**src/rtl/lbus_pkg.sv**
```systemverilog
// rtl/lbus_pkg.sv - shared widths, default opcodes and FSM encoding for the local bus responder
package lbus_pkg;

  localparam int LBUS_BYTE_W = 8;
  localparam int LBUS_WORD_W = 16;

  localparam logic [LBUS_BYTE_W-1:0] LBUS_CMD_RD = 8'h00;
  localparam logic [LBUS_BYTE_W-1:0] LBUS_CMD_WR = 8'h01;

  typedef enum logic [3:0] {
    ST_IDLE = 4'd0,
    ST_AH   = 4'd1,
    ST_AL   = 4'd2,
    ST_DH   = 4'd3,
    ST_DL   = 4'd4,
    ST_WR   = 4'd5,
    ST_RCHK = 4'd6,
    ST_RD   = 4'd7,
    ST_RCAP = 4'd8
  } lbus_state_e;

endpackage

```
**src/rtl/lbus_byte_fifo.sv**
```systemverilog
// rtl/lbus_byte_fifo.sv - first-word fall-through byte FIFO with full/empty flags and free count
module lbus_byte_fifo
  import lbus_pkg::*;
#(
  parameter int DEPTH = 16
) (
  input  logic                   clk_i,
  input  logic                   rst_ni,
  input  logic                   push_i,
  input  logic [LBUS_BYTE_W-1:0] wdata_i,
  input  logic                   pop_i,
  output logic [LBUS_BYTE_W-1:0] rdata_o,
  output logic                   full_o,
  output logic                   empty_o,
  output logic [$clog2(DEPTH):0] free_o
);

  localparam int AW = $clog2(DEPTH);

  logic [AW:0]            wr_ptr_q;
  logic [AW:0]            rd_ptr_q;
  logic [AW:0]            count;
  logic [LBUS_BYTE_W-1:0] mem_q [DEPTH];
  logic                   push_ok;
  logic                   pop_ok;

  // Extra pointer MSB distinguishes full from empty when the index bits match.
  assign count   = wr_ptr_q - rd_ptr_q;
  assign full_o  = (wr_ptr_q ^ rd_ptr_q) == {1'b1, {AW{1'b0}}};
  assign empty_o = (wr_ptr_q == rd_ptr_q);
  assign free_o  = (AW + 1)'(DEPTH) - count;
  assign rdata_o = mem_q[rd_ptr_q[AW-1:0]];
  assign push_ok = push_i & ~full_o;
  assign pop_ok  = pop_i & ~empty_o;

  always_ff @(posedge clk_i or negedge rst_ni) begin
    if (!rst_ni) begin
      wr_ptr_q <= '0;
      rd_ptr_q <= '0;
      for (int i = 0; i < DEPTH; i++) mem_q[i] <= '0;
    end else begin
      if (push_ok) begin
        mem_q[wr_ptr_q[AW-1:0]] <= wdata_i;
        wr_ptr_q                <= wr_ptr_q + 1'b1;
      end
      if (pop_ok) rd_ptr_q <= rd_ptr_q + 1'b1;
    end
  end

endmodule

```
**src/rtl/lbus_responder.sv**
```systemverilog
// rtl/lbus_responder.sv - SAKURA-G local bus responder decoding byte commands into register accesses
// Define LBUS_RESP_BADCMD_CNT_EN to count dropped opcodes on bad_cmd_cnt.
module lbus_responder
  import lbus_pkg::*;
#(
  parameter int                     FIFO_DEPTH = 16,
  parameter logic [LBUS_BYTE_W-1:0] CMD_RD     = LBUS_CMD_RD,
  parameter logic [LBUS_BYTE_W-1:0] CMD_WR     = LBUS_CMD_WR
) (
  input  logic                   CLK,
  input  logic                   RSTn,
  input  logic [LBUS_BYTE_W-1:0] lbus_wd,
  input  logic                   lbus_we,
  output logic                   lbus_ful,
  output logic [LBUS_BYTE_W-1:0] lbus_rd,
  input  logic                   lbus_re,
  output logic                   lbus_emp,
  output logic                   lbus_rdy,
  output logic [LBUS_WORD_W-1:0] blk_addr,
  output logic [LBUS_WORD_W-1:0] blk_wdata,
  output logic                   blk_we,
  output logic                   blk_re,
  input  logic [LBUS_WORD_W-1:0] blk_rdata,
  output logic [LBUS_BYTE_W-1:0] bad_cmd_cnt
);

  localparam int AW = $clog2(FIFO_DEPTH);

  lbus_state_e            state_q, state_d;
  logic                   is_wr_q, is_wr_d;
  logic [LBUS_WORD_W-1:0] addr_q, addr_d;
  logic [LBUS_WORD_W-1:0] wdata_q, wdata_d;
  logic [LBUS_BYTE_W-1:0] lo_q, lo_d;
  logic                   lo_pend_q, lo_pend_d;
  logic                   rdy_q;
  logic                   bad_inc;

  logic [LBUS_BYTE_W-1:0] rx_rdata;
  logic                   rx_empty;
  logic                   rx_pop;
  logic [AW:0]            rx_free;
  logic                   tx_push;
  logic [LBUS_BYTE_W-1:0] tx_wdata;
  logic                   tx_full;
  logic [AW:0]            tx_free;
  logic                   unused_fifo;

  lbus_byte_fifo #(.DEPTH(FIFO_DEPTH)) u_rx_fifo (
    .clk_i   (CLK),
    .rst_ni  (RSTn),
    .push_i  (lbus_we),
    .wdata_i (lbus_wd),
    .pop_i   (rx_pop),
    .rdata_o (rx_rdata),
    .full_o  (lbus_ful),
    .empty_o (rx_empty),
    .free_o  (rx_free)
  );

  lbus_byte_fifo #(.DEPTH(FIFO_DEPTH)) u_tx_fifo (
    .clk_i   (CLK),
    .rst_ni  (RSTn),
    .push_i  (tx_push),
    .wdata_i (tx_wdata),
    .pop_i   (lbus_re),
    .rdata_o (lbus_rd),
    .full_o  (tx_full),
    .empty_o (lbus_emp),
    .free_o  (tx_free)
  );

  assign unused_fifo = ^{rx_free, tx_full};

  always_comb begin
    state_d   = state_q;
    is_wr_d   = is_wr_q;
    addr_d    = addr_q;
    wdata_d   = wdata_q;
    lo_d      = lo_q;
    lo_pend_d = 1'b0;
    rx_pop    = 1'b0;
    bad_inc   = 1'b0;
    // The low read byte always lands the cycle after RCAP, whatever state follows.
    tx_push   = lo_pend_q;
    tx_wdata  = lo_q;
    case (state_q)
      ST_IDLE: if (!rx_empty) begin
        rx_pop = 1'b1;
        if (rx_rdata == CMD_RD || rx_rdata == CMD_WR) begin
          is_wr_d = (rx_rdata == CMD_WR);
          state_d = ST_AH;
        end else begin
          bad_inc = 1'b1;
        end
      end
      ST_AH: if (!rx_empty) begin
        rx_pop        = 1'b1;
        addr_d[15:8]  = rx_rdata;
        state_d       = ST_AL;
      end
      ST_AL: if (!rx_empty) begin
        rx_pop       = 1'b1;
        addr_d[7:0]  = rx_rdata;
        state_d      = is_wr_q ? ST_DH : ST_RCHK;
      end
      ST_DH: if (!rx_empty) begin
        rx_pop        = 1'b1;
        wdata_d[15:8] = rx_rdata;
        state_d       = ST_DL;
      end
      ST_DL: if (!rx_empty) begin
        rx_pop       = 1'b1;
        wdata_d[7:0] = rx_rdata;
        state_d      = ST_WR;
      end
      ST_WR:   state_d = ST_IDLE;
      // Both response bytes are reserved up front so the TX push never meets a full FIFO.
      ST_RCHK: if (tx_free >= (AW + 1)'(2)) state_d = ST_RD;
      ST_RD:   state_d = ST_RCAP;
      ST_RCAP: begin
        tx_push   = 1'b1;
        tx_wdata  = blk_rdata[15:8];
        lo_d      = blk_rdata[7:0];
        lo_pend_d = 1'b1;
        state_d   = ST_IDLE;
      end
      default: state_d = ST_IDLE;
    endcase
  end

  always_ff @(posedge CLK or negedge RSTn) begin
    if (!RSTn) begin
      state_q   <= ST_IDLE;
      is_wr_q   <= 1'b0;
      addr_q    <= '0;
      wdata_q   <= '0;
      lo_q      <= '0;
      lo_pend_q <= 1'b0;
      rdy_q     <= 1'b0;
    end else begin
      state_q   <= state_d;
      is_wr_q   <= is_wr_d;
      addr_q    <= addr_d;
      wdata_q   <= wdata_d;
      lo_q      <= lo_d;
      lo_pend_q <= lo_pend_d;
      rdy_q     <= 1'b1;
    end
  end

  assign blk_addr  = addr_q;
  assign blk_wdata = wdata_q;
  assign blk_we    = (state_q == ST_WR);
  assign blk_re    = (state_q == ST_RD);
  assign lbus_rdy  = rdy_q;

`ifdef LBUS_RESP_BADCMD_CNT_EN
  logic [LBUS_BYTE_W-1:0] bad_q;

  always_ff @(posedge CLK or negedge RSTn) begin
    if (!RSTn) begin
      bad_q <= '0;
    end else if (bad_inc && bad_q != 8'hFF) begin
      bad_q <= bad_q + 8'd1;
    end
  end

  assign bad_cmd_cnt = bad_q;
`else
  logic unused_bad;

  assign unused_bad  = bad_inc;
  assign bad_cmd_cnt = 8'h00;
`endif

endmodule
```
**config.mk**
```make
export PLATFORM = sky130hd
export DESIGN_NAME = lbus_responder
export DESIGN_NICKNAME = d
export VERILOG_FILES = /design/src/rtl/lbus_pkg.sv /design/src/rtl/lbus_byte_fifo.sv /design/src/rtl/lbus_responder.sv
export SDC_FILE = /design/constraint.sdc
export NUM_CORES = 1
export LEC_CHECK = 0
export CAP_MARGIN = 5
export CORE_ASPECT_RATIO = 0.8
export CORE_UTILIZATION = 60
export DETAILED_ROUTE_END_ITERATION = 12
export GPL_TIMING_DRIVEN = 0
export PLACE_DENSITY = 0.81
export RECOVER_POWER = 50
export SYNTH_ARGS = -nofsm -noshare
export SYNTH_HDL_FRONTEND = slang
export SYNTH_SLANG_ARGS = --single-unit
```
**constraint.sdc**
```tcl
create_clock -name CLK -period 8.4 [get_ports CLK]
set_clock_uncertainty 0.05 [all_clocks]
set_input_delay 1.26 -clock CLK [delete_from_list [all_inputs] [get_ports CLK]]
set_output_delay 1.26 -clock CLK [all_outputs]
set_load 0.005 [all_outputs]
```
# After elaboration in Yosys (flattened, before gate mapping)
# Index checks and enable logic that the tools add are counted.
# op_classes
add_sub_neg	6
n_lt_le_gt_ge	7
eq_ne	20
mux	26
bitwise	14
n_reduce_logical	12
# ops
op	count
bitwise mux 128 bit	2
binary-select mux 8 bit (select 4 bit)	2
demux 8 bit (select 4 bit)	2
two-way mux 8 bit	7
two-way mux 4 bit	7
case mux 4 bit (7 select lines)	1
adder 5 x 1 -> 5 bit, second input constant	4
greater-or-equal comparator 5 bit, second input constant	4
NOT 4 -> 5 bit	4
equality test 4 x 3 -> 1 bit, second input constant	4
!= test 2 bit, second input constant	7
equality test 5 bit	2
equality test 5 bit, second input constant	2
< comparator 5 x 1 -> 1 bit, second input constant	2
bitwise XOR 5 bit	2
equality test 4 x 2 -> 1 bit, second input constant	2
equality test 8 x 1 -> 1 bit, second input constant	1
logical NOT 8 bit	1
AND reduction 2 bit	4
AND reduction 7 bit	1
greater-or-equal comparator 5 x 2 -> 1 bit, second input constant	1
OR reduction 5 bit	1
subtractor 5 bit	1
subtractor 5 bit, first input constant	1
other kinds (10)	20
# word_totals
regBits	323
input_bits	28
out_inout_bits	53
elab_cells	130

# Longest topological paths before layout
# Gate-level depths: netlist of run 1.
# logic_depth
ltp_word	9
mapped_depth	14
ltp_nobuf	11

# Cells and area by module
# A second synthesis of run 1 with hierarchy kept.
# hier_totals
cells_unflattened	1046
hier_area_um2	15434.8
# modules_own_cells
mod	n_inst	cells_each	area_per_inst_um2
lbus_byte_fifo at u_rx_fifo	1	442	6746.5
lbus_byte_fifo at u_tx_fifo	1	427	6640.1
lbus_responder	1	177	2048.2

# Worst setup path after synthesis of run 1
# OpenSTA, ideal clock, no wires.
# synth_timing
kind	reg-to-reg
startpoint	register, netlist name u_tx_fifo.rd_ptr_q[0]
endpoint	register addr_q[10], in the netlist blk_addr[10]
setup_time_ps	125
t_arrival_ps	3516
t_required_ps	8225
slack_ps	4709
stages_incl_launch_ff	15
period_less_slack_ps	3691
path_cell_list	dfrtp_1 > clkbuf_1 > buf_1 > inv_1 > ha_1 > inv_1 > ha_1 > fa_1 > nor2_1 > nand4_1 > or4_1 > o211a_2 > and4b_1 > buf_6 > mux2_4
# synth_lines
element	line_no	text
end signal: assignment	lbus_responder.sv:143	addr_q <= addr_d;
end: declaration	lbus_responder.sv:31	logic [LBUS_WORD_W-1:0] addr_q, addr_d;

==> impl_metrics.csv, run 1 <==
group,metric,value,unit
route,vias,9717,
worst_setup_path,critical_path_arrival,5.48,ns
worst_setup_path,cp_slowest_cell,"clkbuf_1",
global_route,grt_pass1_wl,55.2,mm
worst_setup_path,worstSetupPathType,"in2async",
status,violations,"max-capacitance violations, max-slew violations",
timing,finalMaxSlewViolations,248,
timing,finalCritPeriodShare,0.647,
clocking,cts_hold_buf,0,
global_route,gr-usage-all-layers,0.292,
timing,final-hold-violation-count,0,
logic_synthesis,async_reset_ff_frac,1.00,
logic_synthesis,synth_edf_count,0,
timing,tightest_slew,2.81,ns
logic_synthesis,ys_ff_latch,323,
finish,fillCellCount,1606,
route,drc_errors,0,
finish,fin_nets,1254,
worst_setup_path,cpPeakStageDelay,1.94,ns
timing,maxSlewHeadroom,-0.871,
global_route,grt.overflow.total,0,
power,irDropWorstVdd,0.179,mV
timing,setup_viol,0,
logic_synthesis,synth_ff_type,"dfrtp_1",
place,dpl.hpwl,23.4,mm
timing,hold-worst-slack,0.445,ns
clocking,cts-resized-gates,0,
logic_synthesis,ys_warn_count,0,
route,drt_wl_total,34.5,mm
logic_synthesis,ys_top_cells_by_area,"dfrtp_1 (55%), mux2_2 (12%), mux4_2 (10%), a21oi_1 (4.4%), nor2_1 (3.8%)",
worst_setup_path,path_cells,"clkbuf_1, buf_16, clkbuf_2",
finish,syn_to_final_growth,15.5,%
place,dp_cells,1484,
die,core_area,0.0236,mm2
die,dieHeight,142,um
logic_synthesis,syn_avg_cell_area,13.4,um2
status,status,"complete, but fails checks",
timing,rsz0062_at_grt,"false",
finish,layout_common_cells,"dfrtp_1 (323), mux2_2 (162), nor2_1 (148)",
global_route,grt_use_met2,0.441,
worst_setup_path,critPathMaxFanout,101,
finish,final_cells,1545,
timing,min_period,5.44,ns
global_route,grt_pass1_vias,9869,
timing,max_freq,0.184,GHz
die,die-area,0.0250,mm2
finish,final_util,0.714,
place,gp_congestion,0.841,
hold_path,min_path_type,"reg2reg",
logic_synthesis,synth-seq-area-share,0.553,
route,wl_per_cell,22.3,um
power,p_leak,6.89,nW
place,io_buffers,72,
clocking,clockBufferDepth,3,
die,die_width,176,um
die,initial_core_util,0.618,
clocking,cts_inserted_buffers,34,
clocking,path_clk_slew,0.06,ns
logic_synthesis,synth_top_area_frac,0.553,
clocking,post_cts_buffers,0,
logic_synthesis,yosysTopAreaCell,"dfrtp_1",
route,first_pass_iters,5,
clocking,clk_latency,0.51,ns
global_route,grt.busiest_layer,"met2",
clocking,tritoncts,"yes",
die,rows,50,
logic_synthesis,netlist_area,0.0146,mm2
clocking,cts_sinks,323,
finish,drive_gt1_frac,0.278,
global_route,antenna_found_initial,1,
finish,multi_input_area,0.00613,mm2
run,cap_violations,3,
finish,regArea,0.00808,mm2
die,ios,81,
worst_setup_path,worstSetupStartpointType,"input pin",
global_route,grt_max_degree,102,
route,antenna_left,0,
logic_synthesis,synth_cell_types,49,
logic_synthesis,synth_cells,1090,
clocking,clockRootBuffer,"clkbuf_16",
power,p_per_area,368,mW/mm2
route,drtIter0Drc,1024,
global_route,use_met3,0.0622,
clocking,htree_num_levels,2,
worst_setup_path,crit_path_end_kind,"asynchronous set/reset pin",
global_route,grt_use_met1,0.433,
finish,final_common_cell,"dfrtp_1",
worst_setup_path,required,8.45,ns
route,avgViaCountPerCell,6.29,
-- cell usage after synthesis, drive strengths merged, types with 5 or more instances --
master,n
ha,17
inv,9
mux2,171
xnor2,15
dfrtp,323
nor3,5
a21oi,129
nor2b,7
nand3,14
nor2,149
clkbuf,33
nand4,13
mux2i,9
a22oi,14
mux4,73
xor2,9
buf,45
nand2,23
-- logic make-up after synthesis --
group                      after synthesis  share of synthesized area
buffers and inverters                   87                     0.0290
and+or+nand+nor                        229                     0.0741
xor gates and xnor gates                25                     0.0159
AOI/OAI and AO/OA                      153                     0.0572
muxes                                  253                      0.254
adders and majority gates               18                     0.0159
DFF                                    323                      0.553
other                                    2                   0.000514
-- stage by stage --
stage / worst slack (ns) / setup TNS [ns] / cell area, um2 / power (W)
final: 2.96 / 0 / 16900 / 0.00621
after global placement: -7.74 / -2490.33 / 15800 / 0.00462
after global routing: 1.99 / 0 / 16900 / 0.00652
after CTS: 3.35 / 0 / 16900 / 0.00621
after floorplan: 4.71 / 0 / 14600 / 0.00393
after detailed placement: 3.90 / 0 / 15800 / 0.00472
-- sequential cells by signal, summed over array words and instances, names as in the netlist, 4 cells and up --
signal,cells
u_rx_fifo.rd_ptr_q,5
state_q,4
u_tx_fifo.rd_ptr_q,5
blk_addr,16
u_rx_fifo.wr_ptr_q,5
u_tx_fifo.wr_ptr_q,5
u_rx_fifo.mem_q,128
lo_q,8
blk_wdata,16
u_tx_fifo.mem_q,128
-- worst max-delay path, delay by kind of cell --
family                 cells  cell delay (ns)
buffers and inverters      3             4.06
-- where the power goes --
group	internal (W)	switching [W]	leakage (nW)	total [W]
Sequential	0.00206	0.000269	3.57	0.00233
Clock	0.000874	0.000600	0.542	0.00147
Combinational	0.00120	0.00120	2.77	0.00241
-- per-layer routing --
layer  up-vias  share of wire
met3        80          0.082
met4         0          0.022
met1      5040           0.44
met5         -              0
met2       445           0.46
li1       4152              -
-- final cells by class --
cell class,count,share of cell area
sequential,323,0.479
timing repair buffer,75,0.0446
inverter,9,0.00200
antenna,1,0.000148
buffer,78,0.0228
clock inverter,4,0.00119
tap,312,0.0231
multi-input combinational,687,0.363
clock buffer,56,0.0638
-- final timing paths --
check | startpoint | endpoint | slack (ns) | depth (start not counted)
worst max-delay path | RSTn | u_tx_fifo.mem_q[123]$_DFFE_PN0P_ | 2.96 | 3
worst min-delay path | u_rx_fifo.mem_q[115]$_DFFE_PN0P_ | u_rx_fifo.mem_q[115]$_DFFE_PN0P_ | 0.44 | 1
worst max register to register | u_tx_fifo.rd_ptr_q[0]$_DFFE_PN0P_ | blk_addr[10]$_DFFE_PN0P_ | 4.12 | 14
worst min register to register | u_rx_fifo.mem_q[115]$_DFFE_PN0P_ | u_rx_fifo.mem_q[115]$_DFFE_PN0P_ | 0.44 | 1
max in group CLK | u_tx_fifo.rd_ptr_q[0]$_DFFE_PN0P_ | lbus_rd[0] | 3.40 | 5
min in group asynchronous | RSTn | blk_addr[12]$_DFFE_PN0P_ | 1.58 | 1
(Power assumes the default switching activity.)
==> run 2, diff against run 1 <==
==> constraint.sdc (replaced) <==
create_clock -name CLK -period 5.3 [get_ports CLK]
set_clock_uncertainty 0.05 [all_clocks]
set_input_delay 0.795 -clock CLK [delete_from_list [all_inputs] [get_ports CLK]]
set_output_delay 0.795 -clock CLK [all_outputs]
set_load 0.005 [all_outputs]
==> impl_metrics.csv, run 2 (synthesis results as in run 1) <==
group,metric,value,unit
finish,largestRegisters,"u_rx_fifo.mem_q x128, u_tx_fifo.mem_q x128",
die,initial_core_util,0.618,
timing,final-hold-violation-count,0,
finish,syn_to_final_growth,15.5,%
worst_setup_path,rr_worst_depth,14,
status,violations,"max-capacitance violations, max-slew violations",
die,die_width,176,um
worst_setup_path,r2r_slack,1.02,ns
clocking,clk_latency,0.51,ns
hold_path,hold_depth,1,
route,top_layer,"met4",
place,gp_congestion,0.841,
finish,layout_common_cells,"dfrtp_1 (323), mux2_2 (162), nor2_1 (148)",
route,drc_errors,0,
finish,fin_nets,1254,
route,vias,9695,
hold_path,min_path_type,"reg2reg",
timing,tightest_slew,2.81,ns
place,dpl_cell_area,0.0158,mm2
clocking,path_clk_slew,0.06,ns
worst_setup_path,critical_path_arrival,3.70,ns
power,p_per_area,582,mW/mm2
power,p_leak,6.90,nW
status,status,"complete, but fails checks",
global_route,grt_pass1_wl,55.2,mm
timing,setup_viol,0,
timing,max_freq,0.220,GHz
worst_setup_path,critPathMaxFanout,10,
worst_setup_path,required,4.45,ns
route,met3_length,2.85,mm
timing,min_period,4.54,ns
clocking,tritoncts,"yes",
global_route,antenna_found_initial,1,
place,dpl.hpwl,23.4,mm
finish,final_common_cell,"dfrtp_1",
clocking,cts-resized-gates,0,
timing,finalCritPeriodShare,0.857,
die,die-area,0.0250,mm2
clocking,cts_sinks,323,
clocking,cts_hold_buf,0,
run,cap_violations,1,
worst_setup_path,worstSetupStartpointType,"flip-flop",
die,ios,81,
die,dieHeight,142,um
timing,fin_tns_setup,0,ns
global_route,grt.overflow.total,0,
finish,fin_area,0.0169,mm2
finish,drive_gt1_frac,0.278,
die,rows,50,
timing,rsz0062_at_grt,"false",
global_route,grt_pass1_vias,9869,
worst_setup_path,worstSetupPathType,"reg2out",
die,core_area,0.0236,mm2
timing,finalMaxSlewViolations,53,
clocking,htree_num_levels,2,
power,irDropWorstVdd,0.283,mV
clocking,post_cts_buffers,0,
place,io_buffers,72,
route,met2WireLength,15.9,mm
route,first_pass_iters,5,
route,wl_per_cell,22.3,um
global_route,grt_max_degree,102,
clocking,cts_inserted_buffers,34,
route,drt_wl_total,34.5,mm
route,drtIter0Drc,1026,
clocking,clockBufferDepth,3,
route,avgViaCountPerCell,6.28,
route,drt-met1-wl,15.0,mm
clocking,clockRootBuffer,"clkbuf_16",
timing,maxSlewHeadroom,-0.871,
worst_setup_path,crit_path_end_kind,"primary output",
global_route,gr-usage-all-layers,0.292,
route,antenna_left,0,
run 2: power breakdown:
| group | internal, W | switching, W | total [W] |
|---|---|---|---|
| logic | 0.00190 | 0.00191 | 0.00381 |
| clock network | 0.00139 | 0.000948 | 0.00233 |
| registers | 0.00326 | 0.000424 | 0.00368 |
run 2: worst max-delay path, cell delays in order (launching register included):
cell             delay (ns)
dfrtp_1                0.36
clkbuf_1               0.46
buf_1                  0.72
mux4_2                 0.66
mux4_2                 0.50
clkdlybuf4s50_1        0.48
run 2: worst paths after layout:
check	start	endpoint
max in group asynchronous	RSTn	u_tx_fifo.mem_q[123]$_DFFE_PN0P_
setup / recovery	u_tx_fifo.rd_ptr_q[0]$_DFFE_PN0P_	lbus_rd[0]
hold reg to reg	u_rx_fifo.mem_q[115]$_DFFE_PN0P_	u_rx_fifo.mem_q[115]$_DFFE_PN0P_
min in group asynchronous	RSTn	blk_addr[12]$_DFFE_PN0P_
setup reg to reg	u_tx_fifo.rd_ptr_q[0]$_DFFE_PN0P_	blk_addr[10]$_DFFE_PN0P_
hold / removal	u_rx_fifo.mem_q[115]$_DFFE_PN0P_	u_rx_fifo.mem_q[115]$_DFFE_PN0P_
run 2: stage by stage:
step	hold slack, ns	setup slack (ns)	power [W]	cells	util
6_report	0.445	0.760	0.00982	1545	0.714
5_1_grt	0.456	0.541	0.0103	1545	0.714
4_1_cts	0.131	0.714	0.00985	1544	0.716
3_5_place_dp	0.436	1.05	0.00749	1484	0.670
3_3_place_gp	0.429	-10.38	0.00732	1481	0.666
2_1_floorplan	0.414	1.61	0.00624	1097	-
run 2: area by class of cell:
| type | instances | area [um2] |
|---|---|---|
| Buffer | 78 | 385 |
| Antenna cell | 1 | 2.50 |
| Sequential cell | 323 | 8080 |
| Clock buffer | 56 | 1080 |
| Clock inverter | 4 | 20.0 |
| Tap cell | 312 | 390 |
| Inverter | 9 | 33.8 |
| Fill cell | 1604 | 6770 |
| Multi-Input combinational cell | 687 | 6130 |
| Timing Repair Buffer | 75 | 757 |
run 2: routing by layer:
metal  vias to the layer above  GRT usage
li1                       4156          -
met1                      5028      0.433
met2                       433      0.441
met3                        78     0.0622
met4                         0     0.0844
met5                         -          0
